### src/rtl/beacon_rx.sv
// Carrier-burst detector: counts rx_in edges per fixed window and reports each
// burst once with the timestamp of its first active window and its length in windows.
module beacon_rx #(
  parameter int WIN_LOG2    = 3,
  parameter int THRESH      = 2,
  parameter int MIN_WINDOWS = 4,
  parameter int HOLDOFF     = 64,
  parameter int TS_W        = 16,
  parameter int LEN_W       = 11
) (
  input  logic             xtal_in,
  input  logic             resetn,
  input  logic             rx_in,
  input  logic             rx_en,
  output logic             rx_valid,
  output logic [TS_W-1:0]  rx_ts,
  output logic [LEN_W-1:0] rx_len,
  output logic             rx_busy
);

  localparam int ECNT_W = $clog2(THRESH + 2);
  localparam int HCNT_W = $clog2(HOLDOFF + 1);
  localparam logic [ECNT_W-1:0] THRESH_E = ECNT_W'(THRESH);

  typedef enum logic [2:0] {S_IDLE, S_DETECT, S_ACTIVE, S_REPORT, S_HOLDOFF} state_t;

  function automatic logic [LEN_W-1:0] sat_inc_len(input logic [LEN_W-1:0] v);
    return (v == '1) ? v : v + LEN_W'(1);
  endfunction

  state_t              r_state;
  logic                r_s1, r_s2, r_s3;
  logic [TS_W-1:0]     r_ts;
  logic [TS_W-1:0]     r_win_ts;
  logic [TS_W-1:0]     r_start_ts;
  logic [WIN_LOG2-1:0] r_wcnt;
  logic [ECNT_W-1:0]   r_ecnt;
  logic [LEN_W-1:0]    r_len;
  logic [HCNT_W-1:0]   r_hcnt;

  logic                w_edge;
  logic                w_win_end;
  logic [ECNT_W:0]     w_ecnt_sum;
  logic                w_active;
  logic [LEN_W-1:0]    w_len_inc;

  assign w_edge     = r_s2 ^ r_s3;
  assign w_win_end  = (r_wcnt == '1);
  assign w_ecnt_sum = {1'b0, r_ecnt} + {{ECNT_W{1'b0}}, w_edge};
  assign w_active   = (w_ecnt_sum >= {1'b0, THRESH_E});
  assign w_len_inc  = sat_inc_len(r_len);
  assign rx_busy    = (r_state != S_IDLE);

  // Stage 0: synchronizer, timestamp, window framing and edge counting
  always_ff @(posedge xtal_in) begin
    if (!resetn) begin
      r_s1     <= 1'b0;
      r_s2     <= 1'b0;
      r_s3     <= 1'b0;
      r_ts     <= '0;
      r_wcnt   <= '0;
      r_ecnt   <= '0;
      r_win_ts <= '0;
    end else begin
      r_s1   <= rx_in;
      r_s2   <= r_s1;
      r_s3   <= r_s2;
      r_ts   <= r_ts + TS_W'(1);
      r_wcnt <= r_wcnt + WIN_LOG2'(1);
      if (r_wcnt == '0)
        r_win_ts <= r_ts;
      if (w_win_end)
        r_ecnt <= '0;
      else if (w_edge && (r_ecnt < THRESH_E))
        r_ecnt <= r_ecnt + ECNT_W'(1);
    end
  end

  // Stage 1: burst FSM with registered report outputs
  always_ff @(posedge xtal_in) begin
    if (!resetn) begin
      r_state    <= S_IDLE;
      r_start_ts <= '0;
      r_len      <= '0;
      r_hcnt     <= '0;
      rx_valid   <= 1'b0;
      rx_ts      <= '0;
      rx_len     <= '0;
    end else begin
      rx_valid <= 1'b0;
      case (r_state)
        S_IDLE: begin
          if (w_win_end && rx_en && w_active) begin
            r_state    <= S_DETECT;
            r_start_ts <= r_win_ts;
            r_len      <= LEN_W'(1);
          end
        end
        S_DETECT: begin
          if (!rx_en) begin
            r_state <= S_IDLE;
          end else if (w_win_end) begin
            if (w_active) begin
              r_len <= w_len_inc;
              if (w_len_inc == LEN_W'(MIN_WINDOWS))
                r_state <= S_ACTIVE;
            end else begin
              r_state <= S_IDLE;
            end
          end
        end
        S_ACTIVE: begin
          if (!rx_en) begin
            r_state <= S_IDLE;
          end else if (w_win_end) begin
            if (w_active) begin
              r_len <= w_len_inc;
            end else begin
              r_state  <= S_REPORT;
              rx_valid <= 1'b1;
              rx_ts    <= r_start_ts;
              rx_len   <= r_len;
            end
          end
        end
        S_REPORT: begin
          r_state <= S_HOLDOFF;
          r_hcnt  <= '0;
        end
        S_HOLDOFF: begin
          // windows closing here are deliberately ignored
          if (!rx_en || (r_hcnt == HCNT_W'(HOLDOFF - 1)))
            r_state <= S_IDLE;
          else
            r_hcnt <= r_hcnt + HCNT_W'(1);
        end
        default: r_state <= S_IDLE;
      endcase
    end
  end

endmodule

### config.mk
export PLATFORM = sky130hd
export DESIGN_NAME = beacon_rx
export DESIGN_NICKNAME = d
export VERILOG_FILES = /design/src/rtl/beacon_rx.sv
export SDC_FILE = /design/constraint.sdc
export NUM_CORES = 1
export LEC_CHECK = 0
export CAP_MARGIN = 0
export CORE_AREA = 10 10 126 128
export CTS_CLUSTER_DIAMETER = 200
export CTS_CLUSTER_SIZE = 28
export DETAILED_ROUTE_END_ITERATION = 6
export DIE_AREA = 0 0 136 138
export PLACE_DENSITY = 0.49
export SYNTH_ARGS = -nofsm -noshare
export SYNTH_HDL_FRONTEND = slang
export SYNTH_SLANG_ARGS = --single-unit
### constraint.sdc
create_clock -name xtal_in -period 2.44 [get_ports xtal_in]
set_clock_uncertainty 0.1 [all_clocks]
set_input_delay 0.366 -clock xtal_in [delete_from_list [all_inputs] [get_ports xtal_in]]
set_output_delay 0.366 -clock xtal_in [all_outputs]
set_load 0.01 [all_outputs]
==> metrics.yaml <==
critical_path:
  cp_max_fo: 3
  reg2reg_from: "r_len[0]"
  path_buf_inv: 0
  crit_family: "simple AND/OR/NAND/NOR gates"
  critPathRequiredTime_ns: 2.58
  timing.rr.end: "r_state[0]"
  cp-start-kind: "register"
  crit_arrival_ns: 2.50
  crit_path_end_kind: "register"
  reg2reg_depth: 5
  critPathMaxStageDelay_ns: 0.48
  worstSetupPathType: "reg -> reg"
  crit_slowest_cell: "or4b_1"
  startpoint: "r_len[0]"
  cp_cell_sequence: "ha_1 -> or4b_1 -> a2111o_1 -> or4_4 -> a41o_1"
  reg2reg_slack_ns: 0.08
logic_synthesis:
  synth_compound_area_share_pct: 19.1
  synth-edff-count: 0
  netlist_area_um2: 4580
  synth_top_family_by_area: "simple AND/OR/NAND/NOR gates"
  syn_avg_cell_area_um2: 8.78
  synthMuxAreaShare_pct: 0.328
  synth-seq-cells: 105
  yosysUniqueCellTypes: 56
  ys.flop_type: "dfxtp_1"
  synth-adder-area-share_pct: 1.64
  yosys.area_share.simple_pct: 25.0
  seq_area_frac_synth_pct: 45.9
  synth_warnings: 0
  yosys.area_share.xor_xnor_pct: 3.64
  synth_nets: 531
  netlist_instances: 521
  postSynth.asyncResetShare_pct: 0
sta:
  maxSlewViolCount: 0
  hold_slack_ns: 0.333
  max_freq_mhz: 424
  tightest_slew_ns: 1.03
  period_minus_slack_ns: 2.36
  finalSetupTns_ns: 0
  hold_violations: 0
  setup_viol: 0
  rsz0062_at_grt: "no"
  maxSlewHeadroom_pct: 30.9
  fin_crit_sh_pct: 96.7
floorplanning:
  die_w_um: 136
  io_pins: 33
  core_um2: 13500
  start_util_pct: 33.9
  die_y_um: 138
  rows: 43
  die_area_um2: 18800
placed_design:
  io_buffers: 32
  postPlaceCellArea_um2: 5130
  dp_hpwl_um: 6640
  place.gp.congestion: 0.764
cts:
  htreeDepth: 3
  cts_setup_buffers: 0
  tritoncts: "yes"
  clk_pin_slew_ns: 0.07
  cts_hold_buffers: 0
  cts_buffers: 9
  cts_resized: 0
  clk_latency_ns: 0.35
  cts_max_path_buffers: 2
  cts_root_buffer: "clkbuf_16"
  clkSinkCount: 105
finish:
  area_growth_pct: 19.3
  fin_nets: 564
  stdcell_area_um2: 5460
  n_antenna_cell: 0
  drive_gt1_share_pct: 9.12
worst_hold_path:
  hold_path.class: "reg -> reg"
  min_to: "r_s2"
  hold_depth: 1
  min_from: "r_s1"
global_route:
  globalRouteMet1Util_pct: 12.7
  use_met2_pct: 17.1
  antenna_found_initial: 0
  grtUsageMet3_pct: 2.03
  grt_first_pass_wirelength_um: 16400
  track_usage_pct: 10.4
  grt_overflow: 0
  grt_start_max_net_pins: 76
  busiest_layer: "met2"
  grt_pass1_vias: 3432
run_status:
  status: "finished clean"
route:
  routedWlPerCell_um: 13.0
  drt-total-wl_um: 9580
  antenna_left: 0
  vias: 3541
  via_per_inst: 4.79
  firstDrtPassIters: 4
  drtIter0Drc: 216
  drc: 0
job:
  max_cap_violations: 0
power:
  leakagePower_nw: 1.90
  ir_drop_uv: 333
  p_per_area_nw_per_um2: 636
-- routing by layer --
layer  wire length [um]  vias to the layer above  part of all wire [%]
li1                   -                     1836                     -
met1               4540                     1666                    47
met2               4600                       28                    48
met3                275                       11                   2.9
met4                163                        0                   1.7
met5                  0                        -                     0
-- report_power, final --
group,internal [W],switching [W]
logic,0.0000531,0.0000786
registers,0.00173,0.0000192
clock network,0.000936,0.000655
total,0.00272,0.000753
-- registers in the layout, summed over array words and instances (netlist names) --
name	count
r_s1	1
r_ecnt	2
r_ts	16
r_state	3
r_len	11
r_win_ts	16
rx_ts	16
r_s2	1
rx_len	11
r_wcnt	3
r_start_ts	16
r_s3	1
rx_valid	1
r_hcnt	7
-- layout by cell type (no fill, tap or decap), types with 7 or more instances in the layout --
| master | count |
|---|---|
| nand2_1 | 139 |
| dfxtp_1 | 105 |
| a21boi_0 | 62 |
| clkdlybuf4s50_1 | 31 |
| and2_1 | 24 |
| buf_4 | 20 |
| nor2_1 | 14 |
| o21ai_0 | 13 |
| xnor2_1 | 13 |
| and3_1 | 12 |
| nand4_1 | 9 |
| nand3_1 | 9 |
| clkbuf_16 | 9 |
| a21oi_1 | 8 |
| nor2b_1 | 7 |
-- area by class of cell --
cell class                 count  area, um2
clock buffer                  11        243
clock inverter                 5       86.3
fill                        1357       8050
inverter                       5       18.8
multi-input combinational    379       2280
sequential                   105       2100
tap                          180        225
timing repair buffer          54        505
-- worst reg2reg max path, cell delays in order, from the launching register on --
cell and delay (ns):
dfxtp_1 0.31, ha_1 0.30, or4b_1 0.48, a2111o_1 0.38
or4_4 0.44, a41o_1 0.24
-- how the worst max path moves through the flow --
stage | slack, ns | depth (start not counted) | end
5_1_grt | 0.009 | 5 | r_state[0]
3_5_place_dp | 0.07 | 6 | r_state[0]
2_1_floorplan | 0.12 | 5 | r_state[0]
3_3_place_gp | 0.08 | 6 | r_state[0]
6_report | 0.08 | 5 | r_state[0]
4_1_cts | 0.08 | 5 | r_state[0]
-- Yosys cell counts, types with 2 or more instances --
master     instances  area (um2)
a21boi_0          62         465
a21oi_1            8        40.0
o21ai_0           13        65.1
a2111o_1           2        22.5
o21a_1             2        15.0
xnor2_1           13         114
buf_6              6        67.6
and2_1            24         150
ha_1               6        75.1
a41o_1             2        20.0
nand3_1            9        45.0
and3_1            12        75.1
nor2b_1            7        43.8
clkbuf_1          17        63.8
a31oi_1            5        31.3
a2111oi_4          2        55.1
a21boi_1           2        15.0
dfxtp_1          105        2100
nand4_1            9        56.3
or3_1              5        31.3
nand2b_1           6        37.5
nand3b_1           2        15.0
buf_2              7        35.0
xor2_1             6        52.6
a22oi_1            2        15.0
nand2_1          139         522
inv_1              5        18.8
nor2_1            14        52.6
nor3b_1            2        15.0
-- kinds of logic (layout without fill, tap and decap cells) --
family | after synthesis | in the layout
xor+xnor | 19 | 19
compound gates | 114 | 114
simple gates | 239 | 239
fa+ha+maj | 6 | 6
buf+inv | 37 | 75
mux | 1 | 1
flops | 105 | 105
-- metrics by stage --
step	power, W	utilization [%]	setup WS [ns]	std cells
floorplan	0.00189	-	0.117	521
global placement	0.00192	38.0	0.0796	723
detailed placement	0.00192	38.0	0.0735	723
CTS	0.00352	40.4	0.0805	739
global route	0.00360	40.4	0.00850	739
finish	0.00347	40.4	0.0800	739
(Power assumes the default switching activity.)
